$ cat config.mk
export PLATFORM = sky130hd
export DESIGN_NAME = piso_bit_serializer
export DESIGN_NICKNAME = d
export VERILOG_FILES = /design/src/rtl/piso_bit_serializer.sv
export SDC_FILE = /design/constraint.sdc
export NUM_CORES = 1
export LEC_CHECK = 0
export ABC_AREA = 1
export CAP_MARGIN = 20
export CORE_AREA = 3 3 42 62
export CTS_CLUSTER_SIZE = 20
export DETAILED_ROUTE_END_ITERATION = 8
export DIE_AREA = 0 0 45 65
export DONT_BUFFER_PORTS = 1
export GPL_TIMING_DRIVEN = 0
export PLACE_DENSITY = 0.68
export SYNTH_ARGS = -nofsm -noshare
export SYNTH_HDL_FRONTEND = slang
export SYNTH_SLANG_ARGS = --single-unit
$ cat constraint.sdc
create_clock -name clk -period 1.89 [get_ports clk]
set_clock_uncertainty 0.1 [all_clocks]
set_input_delay 0.378 -clock clk [delete_from_list [all_inputs] [get_ports clk]]
set_output_delay 0.378 -clock clk [all_outputs]
set_load 0.005 [all_outputs]
$ cat src/rtl/piso_bit_serializer.sv
// rtl/piso_bit_serializer.sv - parallel-in, serial-out bit serializer with a one-word holding buffer
//
// Converts W-bit words taken over a valid/ready handshake into a one-bit-per-clock
// stream for a bit-serial detector. A holding register lets the next word be taken
// while the current one shifts, so consecutive words leave with no idle bit.
//
// Build option: define PISO_LSB_FIRST_EN for LSB-first serialization (default MSB first).
//
// Ports:
//   clk        in   rising-edge clock
//   rst        in   asynchronous active-high reset
//   in_data    in   [W-1:0] parallel word, sampled on accept
//   in_valid   in   upstream offers a word
//   in_ready   out  a word can be taken this cycle (holding buffer empty)
//   x_out      out  current serial bit, 0 when x_valid is low
//   x_valid    out  x_out carries a data bit
//   word_done  out  x_out carries the last bit of a word
//   busy       out  a word is shifting or held

module piso_bit_serializer #(
  parameter int W = 8
) (
  input  logic         clk,
  input  logic         rst,
  input  logic [W-1:0] in_data,
  input  logic         in_valid,
  output logic         in_ready,
  output logic         x_out,
  output logic         x_valid,
  output logic         word_done,
  output logic         busy
);

  localparam int CW = $clog2(W);
  localparam logic [CW-1:0] LAST = CW'(W - 1);

`ifdef PISO_LSB_FIRST_EN
  localparam int OUT_IDX = 0;
`else
  localparam int OUT_IDX = W - 1;
`endif

  typedef enum logic {
    IDLE  = 1'b0,
    SHIFT = 1'b1
  } state_t;

  state_t         state_q, state_d;
  logic [W-1:0]   sreg_q, sreg_d;
  logic [CW-1:0]  cnt_q, cnt_d;
  logic [W-1:0]   hold_q, hold_d;
  logic           hold_full_q, hold_full_d;
  logic           x_out_q, x_out_d;
  logic           word_done_q, word_done_d;
  logic           accept;

  // Moves the next bit to be sent into the output position.
  function automatic logic [W-1:0] shift_word(input logic [W-1:0] w);
`ifdef PISO_LSB_FIRST_EN
    return {1'b0, w[W-1:1]};
`else
    return {w[W-2:0], 1'b0};
`endif
  endfunction

  // in_ready is purely a function of registered state.
  assign accept = in_valid & ~hold_full_q;

  always_comb begin
    state_d     = state_q;
    sreg_d      = sreg_q;
    cnt_d       = cnt_q;
    hold_d      = hold_q;
    hold_full_d = hold_full_q;

    case (state_q)
      IDLE: begin
        if (accept) begin
          sreg_d  = in_data;
          cnt_d   = '0;
          state_d = SHIFT;
        end
      end
      SHIFT: begin
        if (cnt_q != LAST) begin
          sreg_d = shift_word(sreg_q);
          cnt_d  = cnt_q + 1'b1;
          if (accept) begin
            hold_d      = in_data;
            hold_full_d = 1'b1;
          end
        end else if (hold_full_q) begin
          // Held word follows the last bit directly; accept is blocked this cycle.
          sreg_d      = hold_q;
          hold_full_d = 1'b0;
          cnt_d       = '0;
        end else if (accept) begin
          // Word offered during the last bit bypasses the holding buffer.
          sreg_d = in_data;
          cnt_d  = '0;
        end else begin
          state_d = IDLE;
        end
      end
      default: state_d = IDLE;
    endcase

    // Outputs are registered from next state so they line up with the new sreg.
    x_out_d     = (state_d == SHIFT) ? sreg_d[OUT_IDX] : 1'b0;
    word_done_d = (state_d == SHIFT) && (cnt_d == LAST);
  end

  always_ff @(posedge clk or posedge rst) begin
    if (rst) begin
      state_q     <= IDLE;
      sreg_q      <= '0;
      cnt_q       <= '0;
      hold_q      <= '0;
      hold_full_q <= 1'b0;
      x_out_q     <= 1'b0;
      word_done_q <= 1'b0;
    end else begin
      state_q     <= state_d;
      sreg_q      <= sreg_d;
      cnt_q       <= cnt_d;
      hold_q      <= hold_d;
      hold_full_q <= hold_full_d;
      x_out_q     <= x_out_d;
      word_done_q <= word_done_d;
    end
  end

  assign in_ready  = ~hold_full_q;
  assign x_valid   = (state_q == SHIFT);
  assign x_out     = x_out_q;
  assign word_done = word_done_q;
  assign busy      = (state_q == SHIFT) | hold_full_q;

endmodule

==> results of run 1 <==
==> layer usage <==
metal / track usage / vias to the layer above
met5: 0 / -
li1: - / 429
met4: 0.0659 / 0
met3: 0.0167 / 2
met1: 0.205 / 402
met2: 0.271 / 9
==> synth_stat cells, drive strengths merged <==
cell     n  area share
nand2   35        0.13
inv     24       0.079
nor2    24       0.086
dfrtp   23        0.51
o21ai    8       0.052
nand3    7       0.031
a21oi    5       0.025
o211ai   4       0.026
buf      3       0.026
ha       2       0.022
and2     1      0.0066
o22ai    1      0.0055
or2      1      0.0055
==> area by class of cell <==
type | instances | area (µm²)
fillers | 213 | 912
flip-flops and latches | 23 | 576
multi-input cells | 88 | 439
inverters | 24 | 90.1
plain buffers | 3 | 30.0
well taps | 22 | 27.5
clock buffers | 3 | 22.5
clock inverters | 1 | 5.00
==> layout by cell type, fill, tap and decap left out, drive strengths merged <==
cell / instances
o21ai: 8
nor2: 24
o22ai: 1
a21oi: 5
nand3: 7
buf: 3
and2: 1
o211ai: 4
clkinv: 1
ha: 2
nand2: 35
dfrtp: 23
or2: 1
inv: 24
clkbuf: 3
==> worst paths after layout <==
| path | to | slack (ns) | depth (start not counted) |
|---|---|---|---|
| setup / recovery | x_out | 0.23 | 9 |
| hold / removal | sreg_q[6] | 0.02 | 1 |
| setup reg to reg | x_out | 0.23 | 9 |
| hold reg to reg | hold_q[7] | 0.40 | 2 |
| max in group asynchronous | hold_full_q | 1.14 | 1 |
| min in group clk | hold_q[7] | 0.10 | 2 |
==> cell families (layout without fill, tap and decap cells) <==
| group | Yosys count | after routing | share of synthesized area |
|---|---|---|---|
| flops | 23 | 23 | 0.507 |
| simple gates | 68 | 68 | 0.256 |
| fa+ha+maj | 2 | 2 | 0.0220 |
| buf+inv | 27 | 31 | 0.106 |
| compound gates | 18 | 18 | 0.109 |
==> power groups by stage <==
stage / Clock, µW / Sequential [µW] / Combinational, µW
floorplan: 0 / 814 / 715
global placement: 0 / 837 / 833
detailed placement: 0 / 845 / 865
CTS: 232 / 835 / 868
global route: 244 / 857 / 1010
finish: 219 / 835 / 851
==> registers in the layout, summed over array words and instances (netlist names) <==
name	flops
cnt_q	3
hold_full_q	1
hold_q	8
sreg_q	8
word_done	1
x_out	1
x_valid	1
==> stage by stage <==
stage,std cells,cell area (µm²),hold WS [ns],power [µW]
5_1_grt,164,1190,0.0573,2110
4_1_cts,164,1190,0.0433,1940
2_1_floorplan,138,1130,0.280,1530
3_3_place_gp,160,1160,0.361,1670
3_5_place_dp,160,1160,0.368,1710
6_report,164,1190,0.0176,1900
==> impl_metrics.ini, run 1 <==
[power_and_ir_drop]
p_seq_frac = 0.438
switching_share = 0.407
p_int_uw = 1130
power.share.clock = 0.115
p_per_area_nw_per_um2 = 1600
leakagePower_uw = 0.000672
irDropWorstVdd_mv = 1.06
pwr-share-comb = 0.447
p_sw_uw = 774

[synth]
syn_area_per_cell_um2 = 8.22
ys_seq_area_frac = 0.507
ys_warn_count = 0
synth.cell_area_um2 = 1130
syn_nets = 151
ys_ff_latch = 23
syn_inst = 138
synth_cell_type_count = 20

[worst_setup_path]
path_cells = ha_1, ha_1, inv_2, nand2_2, nand2_1, inv_1, nand3_1, nand2_1, nor2_1
cpMaxStageDelayCell = dfrtp_1
reg2reg_from = cnt_q[0]
startpoint = cnt_q[0]
crit_required_ns = 2.04
cp_max_fo = 6
path_buf_inv = 2
cp.arrival_ns = 1.81
cp-start-kind = flip-flop
path_delay_family = adder cells
timing.critical_path.to_type = flip-flop
path_class = reg -> reg
cpPeakStageDelay_ns = 0.41

[sta]
grt_setup_unrepaired = false
hold_viol_final = 0
period_needed_ns = 1.66
setup_ws_ns = 0.232
maxSlewViolCount = 0
tightest_slew_ns = 0.860
slew_headroom = 0.426
period_share = 0.877
tns_ns = 0
fmaxAchievable_mhz = 603
setup_viol = 0

[final_layout]
drive_gt1_frac = 0.155
antenna_cells = 0
post-route-util = 0.566
nets = 156
syn_to_final_growth_pct = 4.85

[placed_design]
gp_congestion = 0.828
port_buffers = 0
dp_slack_ns = 0.235
hpwl_um = 1570

[cts]
cts_num_sinks = 23
clk_pin_slew_ns = 0.12
hold_buffers = 0
clk_latency_ns = 0.31
cts_resized = 0
cts_buffer_depth = 2
cts_buffers = 3
post_cts_buffers = 0
cts_tree = yes
clockRootBuffer = clkbuf_4
h-tree-depth = 1

[worst_hold_path]
hold_class = in -> async

[detailed_routing]
route.detailed.drc = 0
avgViaCountPerCell = 5.13
firstDrtPassIters = 4
routedWlPerCell_um = 12.8
wl_met3_um = 43
m1WireLength_um = 894
top_layer = met4
routed-wl-met2_um = 1140
via_count = 842
antenna_left = 0
totalWireLength_um = 2090
dr.first_iter.drc_count = 24

[floorplan]
chipWidth_um = 45
dieArea_um2 = 2930
core-area_um2 = 2100
die_height_um = 65
initial_core_util = 0.540
rows = 20
ios = 16

[global_route]
grt_pass1_wl_um = 3530
track_usage = 0.162
grt_pass1_vias = 806
grt_max_degree = 24
antenna_found_initial = 0
overflow = 0

[outcome]
status = completed

[flow_run]
maxCapViolations = 0
Power figures use the tool's default switching activity.
==> run 2, diff against run 1 <==
--- a/config.mk
+++ b/config.mk
@@ -8,7 +8,6 @@
 export ABC_AREA = 1
 export CAP_MARGIN = 20
 export CORE_AREA = 3 3 42 62
-export CTS_CLUSTER_SIZE = 20
 export DETAILED_ROUTE_END_ITERATION = 8
 export DIE_AREA = 0 0 45 65
 export DONT_BUFFER_PORTS = 1
==> results of run 2 <==
Final layout, timing and power as in run 1 (identical DEF).
==> run 3, diff against run 2 <==
--- a/config.mk
+++ b/config.mk
@@ -8,6 +8,7 @@
 export ABC_AREA = 1
 export CAP_MARGIN = 20
 export CORE_AREA = 3 3 42 62
+export CTS_CLUSTER_SIZE = 30
 export DETAILED_ROUTE_END_ITERATION = 8
 export DIE_AREA = 0 0 45 65
 export DONT_BUFFER_PORTS = 1
==> results of run 3 <==
Final layout, timing and power as in run 1 (identical DEF).
